`config.mk`:
```
export PLATFORM = sky130hd
export DESIGN_NAME = ex_mem_stage
export DESIGN_NICKNAME = d
export VERILOG_FILES = /design/src/rtl/ex_mem_stage.sv
export SDC_FILE = /design/constraint.sdc
export NUM_CORES = 1
export LEC_CHECK = 0
export ABC_AREA = 1
export CORE_ASPECT_RATIO = 0.9
export CORE_MARGIN = 3
export CORE_UTILIZATION = 40
export CTS_CLUSTER_SIZE = 30
export DETAILED_ROUTE_END_ITERATION = 10
export GPL_ROUTABILITY_DRIVEN = 0
export PLACE_DENSITY = 0.66
export SLEW_MARGIN = 20
export SYNTH_ARGS = -nofsm -noshare
export SYNTH_HDL_FRONTEND = slang
export SYNTH_SLANG_ARGS = --single-unit
```
`constraint.sdc`:
```
create_clock -name clk -period 11.5 [get_ports clk]
set_clock_uncertainty 0.2 [all_clocks]
set_input_delay 1.15 -clock clk [delete_from_list [all_inputs] [get_ports clk]]
set_output_delay 1.15 -clock clk [all_outputs]
set_load 0.02 [all_outputs]
```
`src/rtl/ex_mem_stage.sv`:
```
// rtl/ex_mem_stage.sv - MIPS execute stage with iterative shift-add MULT, registered into EX/MEM
// Optional feature macro: EX_MEM_OVF_TRAP_EN (signed add/sub overflow suppresses the write-back)
module ex_mem_stage #(
    parameter int BITS_PER_CYC = 1
) (
    input  logic        clk,
    input  logic        rst,
    input  logic        in_valid,
    input  logic        flush,
    input  logic [1:0]  wb_ctlout,
    input  logic [2:0]  m_ctlout,
    input  logic [3:0]  ex_ctlout,
    input  logic [31:0] npcout,
    input  logic [31:0] rdata1out,
    input  logic [31:0] rdata2out,
    input  logic [31:0] s_extendout,
    input  logic [4:0]  instrout_2016,
    input  logic [4:0]  instrout_1511,
    output logic        stall,
    output logic        out_valid,
    output logic [1:0]  wb_ctl,
    output logic [2:0]  m_ctl,
    output logic [31:0] add_result,
    output logic        zero,
    output logic [31:0] alu_result,
    output logic [31:0] rdata2_q,
    output logic [4:0]  write_reg,
    output logic        ovf
);

    localparam int         MUL_ITER = 32 / BITS_PER_CYC;
    localparam logic [5:0] LAST_CNT = 6'(MUL_ITER - 1);

    typedef enum logic {IDLE, BUSY} state_t;

    state_t      state_q, state_d;
    logic [5:0]  cnt_q, cnt_d;
    logic [31:0] mcand_q, mcand_d;
    logic [31:0] mplier_q, mplier_d;
    logic [31:0] prod_q, prod_d;
    logic [1:0]  mul_wb_q, mul_wb_d;
    logic [2:0]  mul_m_q, mul_m_d;
    logic [4:0]  mul_wreg_q, mul_wreg_d;

    logic        out_valid_q, out_valid_d;
    logic [1:0]  wb_ctl_q, wb_ctl_d;
    logic [2:0]  m_ctl_q, m_ctl_d;
    logic [31:0] add_result_q, add_result_d;
    logic        zero_q, zero_d;
    logic [31:0] alu_result_q, alu_result_d;
    logic [31:0] store_data_q, store_data_d;
    logic [4:0]  write_reg_q, write_reg_d;
    logic        ovf_q, ovf_d;

    logic [31:0] op_a, op_b, sum, diff, alu_val, pp, prod_nxt, branch_tgt;
    logic [5:0]  funct;
    logic [4:0]  wreg_sel;
    logic        is_mult, bad_funct, is_add, is_sub, add_ovf, sub_ovf, ovf_hit;

    // Operand muxing, adders and overflow flags shared by all single-cycle ops
    always_comb begin
        op_a       = rdata1out;
        op_b       = ex_ctlout[0] ? s_extendout : rdata2out;
        funct      = s_extendout[5:0];
        wreg_sel   = ex_ctlout[3] ? instrout_1511 : instrout_2016;
        sum        = op_a + op_b;
        diff       = op_a - op_b;
        branch_tgt = npcout + {s_extendout[29:0], 2'b00};
        add_ovf    = (op_a[31] == op_b[31]) && (sum[31] != op_a[31]);
        sub_ovf    = (op_a[31] != op_b[31]) && (diff[31] != op_a[31]);
    end

    // ALUOp / funct decode
    always_comb begin
        alu_val   = 32'd0;
        is_mult   = 1'b0;
        bad_funct = 1'b0;
        is_add    = 1'b0;
        is_sub    = 1'b0;
        case (ex_ctlout[2:1])
            2'b00: begin alu_val = sum;  is_add = 1'b1; end
            2'b01: begin alu_val = diff; is_sub = 1'b1; end
            2'b11: alu_val = op_a | op_b;
            default: begin
                case (funct)
                    6'h20: begin alu_val = sum;  is_add = 1'b1; end
                    6'h22: begin alu_val = diff; is_sub = 1'b1; end
                    6'h24: alu_val = op_a & op_b;
                    6'h25: alu_val = op_a | op_b;
                    6'h2A: alu_val = {31'd0, $signed(op_a) < $signed(op_b)};
                    6'h18: is_mult = 1'b1;
                    default: bad_funct = 1'b1;
                endcase
            end
        endcase
`ifdef EX_MEM_OVF_TRAP_EN
        ovf_hit = (is_add && add_ovf) || (is_sub && sub_ovf);
`else
        ovf_hit = 1'b0;
`endif
    end

    // Partial product for the multiplier bits retired this cycle
    always_comb begin
        pp = 32'd0;
        for (int i = 0; i < BITS_PER_CYC; i++) begin
            if (mplier_q[i]) begin
                pp = pp + (mcand_q << i);
            end
        end
        prod_nxt = prod_q + pp;
    end

    // Next-state and next-output logic; flush overrides everything, including a completing MULT
    always_comb begin
        state_d      = state_q;
        cnt_d        = cnt_q;
        mcand_d      = mcand_q;
        mplier_d     = mplier_q;
        prod_d       = prod_q;
        mul_wb_d     = mul_wb_q;
        mul_m_d      = mul_m_q;
        mul_wreg_d   = mul_wreg_q;
        out_valid_d  = out_valid_q;
        wb_ctl_d     = wb_ctl_q;
        m_ctl_d      = m_ctl_q;
        add_result_d = add_result_q;
        zero_d       = zero_q;
        alu_result_d = alu_result_q;
        store_data_d = store_data_q;
        write_reg_d  = write_reg_q;
        ovf_d        = ovf_q;
        if (flush) begin
            state_d     = IDLE;
            cnt_d       = 6'd0;
            out_valid_d = 1'b0;
            wb_ctl_d    = 2'b00;
            m_ctl_d     = 3'b000;
            ovf_d       = 1'b0;
        end else begin
            case (state_q)
                IDLE: begin
                    if (in_valid && is_mult) begin
                        mcand_d     = op_a;
                        mplier_d    = op_b;
                        prod_d      = 32'd0;
                        cnt_d       = 6'd0;
                        mul_wb_d    = wb_ctlout;
                        mul_m_d     = m_ctlout;
                        mul_wreg_d  = wreg_sel;
                        state_d     = BUSY;
                        out_valid_d = 1'b0;
                        wb_ctl_d    = 2'b00;
                        m_ctl_d     = 3'b000;
                        ovf_d       = 1'b0;
                    end else if (in_valid) begin
                        out_valid_d  = 1'b1;
                        wb_ctl_d     = (bad_funct || ovf_hit) ? 2'b00 : wb_ctlout;
                        m_ctl_d      = ovf_hit ? 3'b000 : m_ctlout;
                        add_result_d = branch_tgt;
                        zero_d       = (alu_val == 32'd0);
                        alu_result_d = alu_val;
                        store_data_d = rdata2out;
                        write_reg_d  = wreg_sel;
                        ovf_d        = ovf_hit;
                    end else begin
                        out_valid_d = 1'b0;
                        wb_ctl_d    = 2'b00;
                        m_ctl_d     = 3'b000;
                        ovf_d       = 1'b0;
                    end
                end
                default: begin
                    mcand_d     = mcand_q << BITS_PER_CYC;
                    mplier_d    = mplier_q >> BITS_PER_CYC;
                    prod_d      = prod_nxt;
                    cnt_d       = cnt_q + 6'd1;
                    out_valid_d = 1'b0;
                    if (cnt_q == LAST_CNT) begin
                        state_d      = IDLE;
                        cnt_d        = 6'd0;
                        out_valid_d  = 1'b1;
                        alu_result_d = prod_nxt;
                        zero_d       = (prod_nxt == 32'd0);
                        wb_ctl_d     = mul_wb_q;
                        m_ctl_d      = mul_m_q;
                        write_reg_d  = mul_wreg_q;
                        ovf_d        = 1'b0;
                    end
                end
            endcase
        end
    end

    // State, multiplier datapath and EX/MEM output registers
    always_ff @(posedge clk or posedge rst) begin
        if (rst) begin
            state_q      <= IDLE;
            cnt_q        <= 6'd0;
            mcand_q      <= 32'd0;
            mplier_q     <= 32'd0;
            prod_q       <= 32'd0;
            mul_wb_q     <= 2'b00;
            mul_m_q      <= 3'b000;
            mul_wreg_q   <= 5'd0;
            out_valid_q  <= 1'b0;
            wb_ctl_q     <= 2'b00;
            m_ctl_q      <= 3'b000;
            add_result_q <= 32'd0;
            zero_q       <= 1'b0;
            alu_result_q <= 32'd0;
            store_data_q <= 32'd0;
            write_reg_q  <= 5'd0;
            ovf_q        <= 1'b0;
        end else begin
            state_q      <= state_d;
            cnt_q        <= cnt_d;
            mcand_q      <= mcand_d;
            mplier_q     <= mplier_d;
            prod_q       <= prod_d;
            mul_wb_q     <= mul_wb_d;
            mul_m_q      <= mul_m_d;
            mul_wreg_q   <= mul_wreg_d;
            out_valid_q  <= out_valid_d;
            wb_ctl_q     <= wb_ctl_d;
            m_ctl_q      <= m_ctl_d;
            add_result_q <= add_result_d;
            zero_q       <= zero_d;
            alu_result_q <= alu_result_d;
            store_data_q <= store_data_d;
            write_reg_q  <= write_reg_d;
            ovf_q        <= ovf_d;
        end
    end

    // Stall follows the state register directly so an async reset releases it at once
    always_comb begin
        stall      = (state_q == BUSY);
        out_valid  = out_valid_q;
        wb_ctl     = wb_ctl_q;
        m_ctl      = m_ctl_q;
        add_result = add_result_q;
        zero       = zero_q;
        alu_result = alu_result_q;
        rdata2_q   = store_data_q;
        write_reg  = write_reg_q;
        ovf        = ovf_q;
    end

endmodule

```
== Word level (Yosys, flattened, before mapping) ==
Cells that the tools add are included.
Storage, ports and cells
  logic and storage cells: 107
  input bits: 151
  bits in registers: 222
  output and inout port bits: 110
Cells by class
  magnitude comparators: 1
  add/sub/neg operators: 5
  mux-type cells: 54
  equal/unequal tests: 12
  bitwise gates (word level): 5
  reduce and logical (&&, ||, !) cells: 13
Operator list (count)
  two-way mux 32 bit: 12
  one-hot mux 32 bit (5 select lines): 1
  adder 32 bit: 3
  one-hot mux 32 bit (3 select lines): 1
  zero test 32 bit: 2
  bitwise AND 32 bit: 1
  less-than comparator 32 bit: 1
  OR 32 bit: 1
  subtractor 32 bit: 1
  equality test 6 bit (second input constant): 5
  two-way mux 5 bit: 5
  two-way mux 6 bit: 4
  two-way mux 1 bit: 20
  two-way mux 3 bit: 5
  equality test 6 x 5 -> 1 bit (second input constant): 2
  two-way mux 2 bit: 6
  AND reduction 4 bit: 2
  adder 6 x 1 -> 6 bit (second input constant): 1
  OR reduction 6 bit: 1
  nonzero test 2 bit: 2
  != test 3 x 2 -> 1 bit (second input constant): 1
  inverter 1 bit: 3
  AND reduction 3 bit: 1
  nonzero test 3 bit: 1
  8 further kinds: 8

== Longest topological paths before layout ==
  word-level depth: 9
  mapped depth: 28
  mapped depth without buffers: 27

== Worst setup path before layout ==
OpenSTA, ideal clock, no wires.
  path type: input -> register
  from: input port ex_ctlout[0]
  to: register zero_q, in the netlist zero
  slack: 7.381 ns
  data arrival time: 3.854 ns
  library setup time: 0.065 ns
  data required time: 11.235 ns
  buffers on the path: 2
  cell stages on the path: 26
  cells stage by stage: clkbuf_1 > clkbuf_1 > nand2_1 > o21ai_0 > inv_1 > ha_1 > fa_1 > nor2_1 > nand2_1 > nand2_1 > nand2_1 > nand2_1 > nand2_1 > nand2_1 > nand2_1 > nand3_1 > o21ai_1 > nor2_1 > nand2_1 > nor2_1 > nand3_1 > nor2_1 > nand4_1 > nand2_1 > nand2_1 > nand2_1
On the way
  cells in the longest elaborated chain, start to end: 8
  elaborated cells between the ends (all ways): 12
  those cells by class: add/sub: 2; order compare: 1; mux: 6; bitwise: 2; reduce/logical: 1
RTL lines
  start: declaration: RTL line 12  | input logic [3:0] ex_ctlout,
  two-way mux 32 bit *: RTL line 63  | op_b = ex_ctlout[0] ? s_extendout : rdata2out;
  subtractor 32 bit, or another cell as far along: RTL line 67  | diff = op_a - op_b;
  one-hot mux 32 bit (5 select lines): RTL line 85  | case (funct)
  one-hot mux 32 bit (3 select lines) *: RTL line 80  | case (ex_ctlout[2:1])
  zero test 32 bit *: RTL line 161  | zero_d = (alu_val == 32'd0);
  two-way mux 1 bit *: RTL line 156  | end else if (in_valid) begin
  two-way mux 1 bit *: RTL line 143  | if (in_valid && is_mult) begin
  two-way mux 1 bit *: RTL line 141  | case (state_q)
  end signal: assignment: RTL line 228  | zero_q <= zero_d;
  end: declaration: RTL line 49  | logic zero_q, zero_d;
Every way passes the cells marked *; elsewhere a longest branch is shown, timed or not. The select of a mux whose other input is x is not followed.
A chain may end at the register's enable or synchronous reset.

== Final worst setup path ==
  from: input port ex_ctlout[2]
  to: register alu_result_q[27], in the netlist alu_result[27]
On the way
  cells in the longest elaborated chain, start to end: 6
  elaborated cells between the ends (all ways): 12
  those cells by class: eq/ne: 3; mux: 5; reduce/logical: 4
RTL lines
  equality test 2 bit, or another cell as far along: RTL line 80
  OR reduction 3 bit (no source line)
  two-way mux 1 bit: RTL line 80
  logical AND 1 bit: RTL line 143
  != test 2 bit (no source line)
  AND reduction 4 bit (no source line)
  end signal: assignment: RTL line 229  | alu_result_q <= alu_result_d;
  end: declaration: RTL line 50  | logic [31:0] alu_result_q, alu_result_d;
Several ways; a longest one is shown, not always the timed one. The select of a mux whose other input is x is not followed.

==> results.json <==
{
  "outcome": "complete, no violations",
  "met1_usage_pct": 37.1,
  "crit_path_top_delay_cell": "buf_4",
  "worstPathCellList": "clkdlybuf4s50_1, inv_1, nor2_2, buf_4, inv_1, nor2_1, inv_1, nand3_1, nor2_4, buf_4, inv_2, buf_4, o21ai_4, buf_4, inv_2, a21oi_1, a21oi_1",
  "grt_start_max_net_pins": 91,
  "diodes": 0,
  "grt_pass1_wl_um": 117000,
  "drive_gt1_share_pct": 5.42,
  "ys_seq_elements": 221,
  "grt_pass1_vias": 20500,
  "critPathRequiredTime_ns": 11.82,
  "finalSetupViolCount": 0,
  "max-cap-violations": 0,
  "wl_um": 76200,
  "synth_area_leaders": "dfrtp_1 (26%), nand2_1 (20%), ha_1 (10%), inv_1 (7.8%), nand3_1 (5.6%)",
  "fin_crit_ns": 5.50,
  "crit_family": "buffers and inverters",
  "area_growth_pct": 19.4,
  "io_pins": 261,
  "post_cts_buffers": 0,
  "drtIter0Drc": 2185,
  "avgSynthCellArea_um2": 6.29,
  "cts_buffer_depth": 3,
  "pwr_density_cell_nw_per_um2": 119,
  "worst_pin_slew_ns": 1.15,
  "drtAntennaViolNets": 0,
  "leakage_uw": 0.0130,
  "crit_path_end_kind": "flip-flop",
  "synth_edf_count": 0,
  "worstPathMaxFanout": 86,
  "grt.busiest_layer": "met2",
  "cp-start-kind": "input pin",
  "overflow": 0,
  "die_area_um2": 55200,
  "cts_tree": "built",
  "synthArstFlopShare_pct": 100,
  "max_freq_ghz": 0.182,
  "drc": 0,
  "cts.htree.levels": 1,
  "nets": 3850,
  "setup.worst_path.class": "input pin to flip-flop",
  "antenna_found_initial": 1,
  "hold_class": "flip-flop to flip-flop",
  "regArea_um2": 5530,
  "critPathMostFrequentCell": "buf_4",
  "synth_flop_cell": "dfrtp_1",
  "met2_usage_pct": 41.6,
  "synth_cell_types": 57,
  "cts.reportedPaths.clkPinSlew_ns": 0.06,
  "wire_per_inst_um": 18.0,
  "cts_sinks": 221,
  "vias_per_cell": 5.25,
  "dpl_cell_area_um2": 24000,
  "syn_area_um2": 21000,
  "n_fill_cell": 5274,
  "syn-num-nets": 3662,
  "dp_cells": 4170,
  "synth_top_area_cell": "dfrtp_1",
  "rsz0062_at_grt": "no",
  "ctsResizeCount": 0,
  "fp-row-count": 78,
  "globalRouteTotalUtil_pct": 27.0,
  "clockRootBuffer": "clkbuf_16",
  "synth.most_common_cell": "nand2_1",
  "seq_area_frac_synth_pct": 26.4,
  "postLayoutCellArea_um2": 25000,
  "netlist.area_leader.share_pct": 26.4,
  "arrival_ns": 5.81,
  "fin_crit_sh_pct": 47.8,
  "yosys_warnings": 0,
  "vias": 22200,
  "vdd_drop_max_mv": 0.109,
  "gr-usage-met3_pct": 4.81,
  "cp_num_buf_inv": 10,
  "first_pass_iters": 7,
  "insertion_delay_ns": 0.59,
  "postSynthCellCount": 3332,
  "max_slew_margin_pct": 22.6,
  "fp.dieW_um": 247,
  "ctsHoldBuffers": 0,
  "final-hold-violation-count": 0,
  "port_buffers": 259,
  "cts_inserted_buffers": 28,
  "stdcell_count": 4222,
  "fin_tns_setup_ns": 0,
  "place_hpwl_um": 59300,
  "coreArea_um2": 51100,
  "initial_core_util_pct": 41.0,
  "cpPeakStageDelay_ns": 0.71,
  "maxSlewViolCount": 0,
  "synth_commonest_cells": "nand2_1 (1095), inv_1 (433), nor2_1 (309)",
  "multi_input_area_um2": 13100,
  "fp.dieH_um": 223
}
-- worst reg2reg max path, cell delays in order, from the launching register on --
cell	delay, ns
dfrtp_4	0.76
clkinv_2	0.10
buf_4	0.57
nand3_1	0.34
nor2_4	0.14
buf_4	0.57
inv_2	0.05
buf_4	0.37
o21ai_4	0.21
buf_4	0.47
inv_2	0.39
a21oi_1	0.23
a21oi_1	0.08
-- placed cells by master (no fill, tap or decap), types with 12 or more instances in the layout --
master | netlist | final
inv_1 | 433 | 432
dfrtp_1 | 221 | 220
a31oi_1 | 79 | 79
o21ai_0 | 161 | 161
nor3_1 | 23 | 23
nand2_1 | 1095 | 1094
clkbuf_16 | 0 | 28
a21oi_1 | 137 | 137
nor2_2 | 18 | 17
nor2_1 | 309 | 308
clkdlybuf4s50_1 | 0 | 258
xor2_1 | 28 | 28
inv_2 | 31 | 30
o211ai_1 | 12 | 12
nand3b_1 | 20 | 20
nand3_1 | 233 | 233
nand2_2 | 19 | 20
o22ai_1 | 28 | 28
o21ai_1 | 16 | 16
ha_1 | 175 | 175
o21bai_1 | 15 | 15
or2_2 | 19 | 19
xnor2_1 | 15 | 15
buf_4 | 14 | 19
nand4_1 | 33 | 33
-- through the flow --
step / power [uW] / hold slack [ns] / util, % / worst slack [ns]
after floorplan: 1570 / 0.248 / - / 4.10
after global placement: 1960 / 0.255 / 46.9 / 5.62
after detailed placement: 1970 / 0.259 / 46.9 / 5.51
after CTS: 3000 / 0.272 / 48.9 / 6.16
after global routing: 3150 / 0.286 / 48.9 / 5.66
final: 2990 / 0.268 / 48.9 / 6.00
-- power by group --
part | internal [uW] | switching (uW)
Sequential | 856 | 49.2
Clock | 630 | 388
Combinational | 389 | 673
-- final timing paths --
check                        startpoint        endpoint  slack (ns)  cells past startpoint
setup / recovery           ex_ctlout[2]  alu_result[27]        6.00                     17
min in group asynchronous           rst      mcand_q[5]        0.83                      2
setup reg to reg                  stall  alu_result[27]        6.90                     12
hold reg to reg            rdata2_q[24]    rdata2_q[24]        0.27                      2
hold / removal             rdata2_q[24]    rdata2_q[24]        0.27                      2
max in group asynchronous           rst           stall        8.08                      4
-- cell type report --
class                      count  share of cell area (%)
clock inverter                21                    1.35
sequential                   221                    22.1
inverter                     466                    7.02
timing repair buffer         278                    10.9
clock buffer                  31                    2.84
tap                          680                    3.40
multi-input combinational   2525                    52.4
-- routing by layer --
| metal | up-vias | share of wire [%] |
|---|---|---|
| li1 | 11000 | - |
| met1 | 10000 | 43 |
| met2 | 962 | 43 |
| met3 | 178 | 8.9 |
| met4 | 0 | 5.2 |
| met5 | - | 0 |
-- logic make-up after synthesis --
| family | after synthesis | synth area share (%) |
|---|---|---|
| XOR/XNOR | 43 | 1.80 |
| buffers and inverters | 586 | 11.2 |
| multiplexers | 7 | 0.340 |
| other | 1 | 0.0179 |
| AO/OA/AOI/OAI | 495 | 13.5 |
| adder cells (fa/ha/maj) | 179 | 10.8 |
| AND/OR/NAND/NOR | 1800 | 35.9 |
| flip-flops | 221 | 26.4 |
No activity file was read; power rests on OpenSTA's default activity.
